--- src/rtl/frost32_mem_ctrl_pkg.sv ---
// Shared types for the Frost32 data-port memory controller: CPU access
// encodings, controller FSM states and wait-counter width.
package PkgFrost32MemCtrl;

  typedef enum logic {
    DiatRead  = 1'b0,
    DiatWrite = 1'b1
  } DataInoutAccessType;

  typedef enum logic [1:0] {
    Dias32  = 2'd0,
    Dias16  = 2'd1,
    Dias8   = 2'd2,
    DiasBad = 2'd3
  } DataInoutAccessSize;

  typedef enum logic [1:0] {
    McIdle,
    McAccess,
    McResp
  } MemCtrlState;

  localparam int MSB_POS__MEM_CTRL_WAIT_CNT = 3;

endpackage

--- src/rtl/frost32_mem_ctrl_if.sv ---
// CPU data-port and SRAM-side bus of the memory controller.
// master = CPU plus memory model, slave = controller.
interface frost32_mem_ctrl_if;
  logic        cpu_req;
  logic [31:0] cpu_addr;
  logic [31:0] cpu_wdata;
  logic        cpu_access_type;
  logic [1:0]  cpu_access_size;
  logic [31:0] cpu_rdata;
  logic        cpu_ready;
  logic        cpu_error;
  logic        mem_en;
  logic        mem_we;
  logic [29:0] mem_addr;
  logic [3:0]  mem_byte_en;
  logic [31:0] mem_wdata;
  logic [31:0] mem_rdata;

  modport master (
    output cpu_req, cpu_addr, cpu_wdata, cpu_access_type, cpu_access_size, mem_rdata,
    input  cpu_rdata, cpu_ready, cpu_error, mem_en, mem_we, mem_addr, mem_byte_en, mem_wdata
  );

  modport slave (
    input  cpu_req, cpu_addr, cpu_wdata, cpu_access_type, cpu_access_size, mem_rdata,
    output cpu_rdata, cpu_ready, cpu_error, mem_en, mem_we, mem_addr, mem_byte_en, mem_wdata
  );
endinterface

--- src/rtl/frost32_mem_lane_steer.sv ---
// Little-endian byte-lane steering: byte enables and replicated store data
// for writes, lane extraction with zero-extension for reads.
module frost32_mem_lane_steer
  import PkgFrost32MemCtrl::*;
(
  input  DataInoutAccessSize size,
  input  logic [1:0]         offset,
  input  logic [31:0]        wdata,
  input  logic [31:0]        rdata,
  output logic [3:0]         byte_en,
  output logic [31:0]        wdata_steered,
  output logic [31:0]        rdata_extracted
);
  logic [31:0] rdata_shifted;

  always_comb begin
    byte_en         = 4'b0000;
    wdata_steered   = wdata;
    rdata_extracted = rdata;
    rdata_shifted   = rdata >> {offset, 3'b000};
    case (size)
      Dias32: byte_en = 4'b1111;
      Dias16: begin
        // offset[0] is ignored, so misaligned halfwords snap to alignment
        byte_en         = offset[1] ? 4'b1100 : 4'b0011;
        wdata_steered   = {2{wdata[15:0]}};
        rdata_extracted = {16'h0000, offset[1] ? rdata[31:16] : rdata[15:0]};
      end
      Dias8: begin
        byte_en         = 4'b0001 << offset;
        wdata_steered   = {4{wdata[7:0]}};
        rdata_extracted = {24'h000000, rdata_shifted[7:0]};
      end
      default: byte_en = 4'b0000;
    endcase
  end
endmodule

--- src/rtl/frost32_mem_ctrl.sv ---
// Frost32 data-port memory controller: one access at a time, WAIT_STATES
// stall cycles, lane steering. FROST32_MEM_CTRL_ALIGN_CHECK_EN turns misaligned
// accesses and DiasBad into error responses.
module frost32_mem_ctrl
  import PkgFrost32MemCtrl::*;
#(
  parameter int WAIT_STATES = 1
) (
  input  logic               clk,
  input  logic               rst_n,
  frost32_mem_ctrl_if.slave  bus
);
  localparam logic [MSB_POS__MEM_CTRL_WAIT_CNT:0] WAIT_INIT =
    WAIT_STATES[MSB_POS__MEM_CTRL_WAIT_CNT:0];
`ifdef FROST32_MEM_CTRL_ALIGN_CHECK_EN
  localparam logic ERR_EN = 1'b1;
`else
  localparam logic ERR_EN = 1'b0;
`endif

  MemCtrlState                      state, state_nxt;
  logic [MSB_POS__MEM_CTRL_WAIT_CNT:0] wait_cnt;
  DataInoutAccessSize               size_q, req_size, st_size;
  logic [1:0]                       off_q, st_off;
  logic                             write_q;
  logic                             req_err;
  logic [3:0]                       st_byte_en;
  logic [31:0]                      st_wdata, st_rdata;

  assign req_size = DataInoutAccessSize'(bus.cpu_access_size);

  // One steering instance: fed from the live request in IDLE (write path)
  // and from the latched request during ACCESS (read path).
  assign st_size = (state == McIdle) ? req_size : size_q;
  assign st_off  = (state == McIdle) ? bus.cpu_addr[1:0] : off_q;

  frost32_mem_lane_steer u_steer (
    .size            (st_size),
    .offset          (st_off),
    .wdata           (bus.cpu_wdata),
    .rdata           (bus.mem_rdata),
    .byte_en         (st_byte_en),
    .wdata_steered   (st_wdata),
    .rdata_extracted (st_rdata)
  );

  always_comb begin
    req_err = (req_size == DiasBad);
`ifdef FROST32_MEM_CTRL_ALIGN_CHECK_EN
    if (req_size == Dias16 && bus.cpu_addr[0])         req_err = 1'b1;
    if (req_size == Dias32 && bus.cpu_addr[1:0] != 2'b00) req_err = 1'b1;
`endif
  end

  always_comb begin
    state_nxt = state;
    case (state)
      McIdle:   if (bus.cpu_req) state_nxt = req_err ? McResp : McAccess;
      McAccess: if (wait_cnt == '0) state_nxt = McResp;
      McResp:   state_nxt = McIdle;
      default:  state_nxt = McIdle;
    endcase
  end

  always_ff @(posedge clk or negedge rst_n) begin
    if (!rst_n) begin
      state           <= McIdle;
      wait_cnt        <= '0;
      size_q          <= Dias32;
      off_q           <= 2'b00;
      write_q         <= 1'b0;
      bus.cpu_rdata   <= '0;
      bus.cpu_ready   <= 1'b0;
      bus.cpu_error   <= 1'b0;
      bus.mem_en      <= 1'b0;
      bus.mem_we      <= 1'b0;
      bus.mem_addr    <= '0;
      bus.mem_byte_en <= '0;
      bus.mem_wdata   <= '0;
    end else begin
      state         <= state_nxt;
      bus.mem_en    <= 1'b0;
      bus.mem_we    <= 1'b0;
      bus.cpu_ready <= 1'b0;
      bus.cpu_error <= 1'b0;
      case (state)
        McIdle: if (bus.cpu_req) begin
          size_q   <= req_size;
          off_q    <= bus.cpu_addr[1:0];
          write_q  <= bus.cpu_access_type;
          wait_cnt <= WAIT_INIT;
          if (req_err) begin
            bus.cpu_ready <= 1'b1;
            bus.cpu_error <= ERR_EN;
          end else begin
            bus.mem_en      <= 1'b1;
            bus.mem_we      <= bus.cpu_access_type;
            bus.mem_addr    <= bus.cpu_addr[31:2];
            bus.mem_byte_en <= st_byte_en;
            bus.mem_wdata   <= st_wdata;
          end
        end
        McAccess: begin
          if (wait_cnt == '0) begin
            bus.cpu_ready <= 1'b1;
            if (!write_q) bus.cpu_rdata <= st_rdata;
          end else begin
            wait_cnt <= wait_cnt - 1'b1;
          end
        end
        default: ;
      endcase
    end
  end
endmodule

--- src/flat_wrapper.sv ---
// flat-port wrapper written by rule: the top's interface ports become plain ports
module frost32_mem_ctrl_flat import PkgFrost32MemCtrl::*;
#(
  parameter int WAIT_STATES = 1
)
  (clk, rst_n, bus_cpu_req, bus_cpu_addr, bus_cpu_wdata, bus_cpu_access_type, bus_cpu_access_size, bus_mem_rdata, bus_cpu_rdata, bus_cpu_ready, bus_cpu_error, bus_mem_en, bus_mem_we, bus_mem_addr, bus_mem_byte_en, bus_mem_wdata);
  frost32_mem_ctrl_if bus_i ();
  input  logic clk;
  input  logic rst_n;
  input wire logic [$bits(bus_i.cpu_req)-1:0] bus_cpu_req;
  input wire logic [$bits(bus_i.cpu_addr)-1:0] bus_cpu_addr;
  input wire logic [$bits(bus_i.cpu_wdata)-1:0] bus_cpu_wdata;
  input wire logic [$bits(bus_i.cpu_access_type)-1:0] bus_cpu_access_type;
  input wire logic [$bits(bus_i.cpu_access_size)-1:0] bus_cpu_access_size;
  input wire logic [$bits(bus_i.mem_rdata)-1:0] bus_mem_rdata;
  output wire logic [$bits(bus_i.cpu_rdata)-1:0] bus_cpu_rdata;
  output wire logic [$bits(bus_i.cpu_ready)-1:0] bus_cpu_ready;
  output wire logic [$bits(bus_i.cpu_error)-1:0] bus_cpu_error;
  output wire logic [$bits(bus_i.mem_en)-1:0] bus_mem_en;
  output wire logic [$bits(bus_i.mem_we)-1:0] bus_mem_we;
  output wire logic [$bits(bus_i.mem_addr)-1:0] bus_mem_addr;
  output wire logic [$bits(bus_i.mem_byte_en)-1:0] bus_mem_byte_en;
  output wire logic [$bits(bus_i.mem_wdata)-1:0] bus_mem_wdata;
  assign bus_i.cpu_req = bus_cpu_req;
  assign bus_i.cpu_addr = bus_cpu_addr;
  assign bus_i.cpu_wdata = bus_cpu_wdata;
  assign bus_i.cpu_access_type = bus_cpu_access_type;
  assign bus_i.cpu_access_size = bus_cpu_access_size;
  assign bus_i.mem_rdata = bus_mem_rdata;
  assign bus_cpu_rdata = bus_i.cpu_rdata;
  assign bus_cpu_ready = bus_i.cpu_ready;
  assign bus_cpu_error = bus_i.cpu_error;
  assign bus_mem_en = bus_i.mem_en;
  assign bus_mem_we = bus_i.mem_we;
  assign bus_mem_addr = bus_i.mem_addr;
  assign bus_mem_byte_en = bus_i.mem_byte_en;
  assign bus_mem_wdata = bus_i.mem_wdata;
  frost32_mem_ctrl #(.WAIT_STATES(WAIT_STATES)) u_core (.clk(clk), .rst_n(rst_n), .bus(bus_i));
endmodule
--- config.mk ---
export PLATFORM = sky130hd
export DESIGN_NAME = frost32_mem_ctrl_flat
export DESIGN_NICKNAME = d
export VERILOG_FILES = /design/src/rtl/frost32_mem_ctrl_pkg.sv /design/src/rtl/frost32_mem_ctrl_if.sv /design/src/rtl/frost32_mem_lane_steer.sv /design/src/rtl/frost32_mem_ctrl.sv /design/src/flat_wrapper.sv
export SDC_FILE = /design/constraint.sdc
export NUM_CORES = 1
export LEC_CHECK = 0
export ABC_AREA = 1
export BUFFER_PORTS_ARGS = -buffer_cell sky130_fd_sc_hd__buf_2
export CORE_MARGIN = 3
export CORE_UTILIZATION = 31
export CTS_BUF_LIST = sky130_fd_sc_hd__clkbuf_4
export DETAILED_ROUTE_END_ITERATION = 10
export PLACE_DENSITY_LB_ADDON = 0.05
export SYNTH_ARGS = -nofsm -noshare
export SYNTH_HDL_FRONTEND = slang
export SYNTH_SLANG_ARGS = --single-unit
--- constraint.sdc ---
create_clock -name clk -period 2.2 [get_ports clk]
set_input_delay 0.55 -clock clk [delete_from_list [all_inputs] [get_ports clk]]
set_output_delay 0.55 -clock clk [all_outputs]
set_load 0.02 [all_outputs]
==> summary.md <==
| Metric | Value |
|---|---|
| Initial Utilization | `around a third` |
| Worst setup SP type | `flop` |
| R2r setup slk | `0.16 ns` |
| Final min period | `between 2 and 2.5 ns` |
| Setup Viol. Count Final | `0` |
| Clock latency on the worst-skew pair | `~0.50 ns` |
| Final worst-path cycle share | `92.57%` |
| Htree depth | `3` |
| RR Startpoint | `u_core.state[1]$_DFFE_PN0P_` |
| Finished Cell Area | `between 7000 and 8000 sq um` |
| Post-synth EDFFs | `0` |
| 1st-pass router iterations | `5` |
| Grt ovf | `0` |
| First-pass GRT wire length | `approximately 28,000 um` |
| Vias in the first global route | `between 5,000 and 6,000` |
| FF-to-FF path depth | `10` |
| Buffers & Inverters on Critical Path | `3` |
| Placed cell areas | `approximately 7000 sq um` |
| Wire length per cell | `about 16 um` |
| Count leader, synth | `nand2_1` |
| Finished Core Util | `40.26%` |
| Most common library cells after synthesis | `nand2_1 (221), dfrtp_1 (112), inv_1 (67)` |
| TritonCTS buffer count | `9` |
| Clk buf depth | `2` |
| Fmax | `between 0.4 and 0.5 GHz` |
| Die area | `about 20,000 sq um` |
| Status | `complete, no violations` |
| Rows | `48` |
| PwrDens | `about 1700 nW/um^2` |
| Crit path max-delay cell type | `dfrtp_1` |
| Clock Pin Slew Worst Setup and Hold Paths | `~0.20 ns` |
| Max rail drop VDD | `647.3 uV` |
| Worst-path fanout max | `24` |
| Ys flop type | `dfrtp_1` |
| Final WL | `roughly 18,000 um` |
| Number of max-slew violations in the final report | `0` |
| Sequential cell area | `roughly 2800 sq um` |
| Ports | `approximately 200` |
| CP Class | `reg -> reg` |
| Antenna violations before repair | `2` |
| Final #Nets | `1,000` |
| Capturing point of the worst reg2reg path | `u_core.bus.mem_wdata[13]$_DFFE_PN0P_` |
| Crit path required time | `2.65 ns` |
| Post-synthesis register bit count | `approximately 110` |
| Share of layout cells above drive strength 1 | `approximately a third` |
| Synth unique cells | `30` |
| Total GRT Usage | `17.54%` |
| Detailed Place HPWL | `13,170 um` |
| Vias | `about 5,200` |
| Area Growth Syn to Fin | `24.74%` |
| Post-synth design cell area | `around 5700 sq um` |
| DRC | `0` |
| Asr flop ratio synth | `between 90% and 100%` |
| First DRT Iteration DRCs | `between 200 and 300` |
| Clock sink total | `approximately 110` |
| Synth Net Count | `800` |
| Hold path endpoint | `u_core.bus.mem_addr[7]$_DFFE_PN0P_` |
| Die height | `141.6 um` |
| WP data arrival | `between 2 and 2.5 ns` |
| Max stage delay on crit path | `just under 0.5 ns` |
| YS warnings | `0` |
| CP endpoint kind | `flop` |
| Skew final | `0.02509 ns` |
| Synth area leaders | `dfrtp_1 (49%), nand2_1 (15%), a21oi_1 (4.8%)` |
| I/O Buffers | `between 200 and 250` |
| Leakage | `between 0.003 and 0.004 uW` |
| Syn_area_per_cell | `approximately 8.2 sq um` |
| Post-route antenna net violation count | `0` |
| Multi-input logic area | `about 2400 sq um` |
| CORE AREA | `17,660 sq um` |
| Die width | `approximately 140 um` |
| Max-cap viol count | `0` |
| Hold Path Class | `in -> reg` |
| Crit path cell chain | `nor2_4, nand2_1, o21ai_4, inv_1, ha_2, buf_4, nand3_1, nand3_1, o21ai_1, inv_1` |
| Cells after synthesis | `692` |
| Seq/Total Area, Yosys | `49.18%` |
| Post-synth top area share | `roughly 50%` |
| HP Start | `bus_cpu_addr[9]` |
| CP top delay family | `simple AND/OR/NAND/NOR gates` |
| Largest net degree at the start of global routing | `45` |
| Root buf cell | `clkbuf_4` |
| Total power | `around 12,000 uW` |
| Fillcell total | `about 1,900` |
| Via density | `about 4.7` |
| Synth area leader | `dfrtp_1` |
| Final Hold Fails | `0` |
| CTS tree | `yes` |
| Gpl congestion | `roughly 0.80` |
| Hold Path Stages | `3` |
-- power breakdown --
part	switching (uW)	internal (uW)	total [uW]
logic	4970	2360	7340
registers	573	3050	3620
clock network	769	260	1030
-- final cells by class --
cell class                      instances  area share, %
Multi-Input combinational cell        472          33.76
Inverter                               75          4.030
Clock buffer                            9         0.9504
Sequential cell                       112          39.42
Antenna cell                            2        0.07040
Timing Repair Buffer                  222          16.93
Clock inverter                          7         0.8800
Tap cell                              225          3.960
-- state kept, by name, summed over array words and instances, names as in the netlist, 2 cells and up --
name	count
u_core.off_q	2
u_core.size_q	2
u_core.bus.cpu_rdata	32
u_core.state	2
u_core.wait_cnt	4
u_core.bus.mem_addr	30
u_core.bus.mem_byte_en	4
u_core.bus.mem_wdata	32
-- layout by cell type (no fill, tap or decap), types with 6 or more instances in the layout --
master / Yosys / layout
o21ai_1: 18 / 18
inv_1: 67 / 67
buf_4: 10 / 17
inv_2: 6 / 6
nand3_1: 53 / 53
clkbuf_4: 0 / 9
dfrtp_1: 112 / 112
o31ai_2: 16 / 16
buf_2: 14 / 201
nand3_2: 11 / 11
o21ai_0: 15 / 15
a21oi_1: 55 / 55
nor2_1: 50 / 50
nand2_1: 221 / 220
-- metrics by stage --
step / TNS [ns] / hold slack [ns] / std cells / setup slack [ns]
after floorplan: 0 / 0.2544 / 692 / 0.01409
after global routing: -0.001608 / 0.1795 / 1124 / -0.001608
final: 0 / 0.2225 / 1124 / 0.1634
after global placement: 0 / 0.4218 / 1103 / 0.1070
after detailed placement: 0 / 0.4252 / 1103 / 0.05772
after CTS: 0 / 0.1815 / 1120 / 0.06081
-- timing repair --
action,4_1_cts,5_1_grt
endpoints found under the hold margin,11,0
setup endpoints to repair,0,23
buffers inserted,0,2
hold buffers,1,0
gates resized for setup,0,2
-- how the worst max path moves through the flow --
stage,cells past startpoint,from,to
after global placement,11,bus_cpu_access_size[1],u_core.bus.mem_wdata[29]$_DFFE_PN0P_
final,10,u_core.state[1]$_DFFE_PN0P_,u_core.bus.mem_wdata[13]$_DFFE_PN0P_
after floorplan,12,u_core.state[1]$_DFFE_PN0P_,u_core.bus.mem_wdata[10]$_DFFE_PN0P_
after global routing,10,u_core.state[1]$_DFFE_PN0P_,u_core.bus.mem_wdata[13]$_DFFE_PN0P_
after detailed placement,11,bus_cpu_access_size[1],u_core.bus.mem_wdata[13]$_DFFE_PN0P_
after CTS,10,u_core.state[1]$_DFFE_PN0P_,u_core.bus.mem_wdata[13]$_DFFE_PN0P_
-- layer usage --
metal  global-route usage (%)  share of wire [%]  vias to the layer above  wire length [um]
li1                         -                  -                     2588                 -
met1                    23.49                 44                     2444              7733
met2                    28.51                 47                      180              8192
met3                    3.809                7.7                       16              1349
met4                    5.354                1.5                        0               259
met5                        0                  0                        -                 0
-- cells by family after synthesis --
kind of cell,after synthesis,share of synthesized area [%]
AND/OR/NAND/NOR,354,28.21
flip-flops,112,49.18
AO/OA/AOI/OAI,110,12.12
buffers and inverters,108,8.957
adder cells (fa/ha/maj),6,1.317
XOR/XNOR,1,0.1537
other,1,0.06580
-- tightest hold or removal path, stage by stage --
cell     delay, ns
buf_2         0.07
nand2_1       0.04
nand2_1       0.04
No activity file was read; power rests on OpenSTA's default activity.
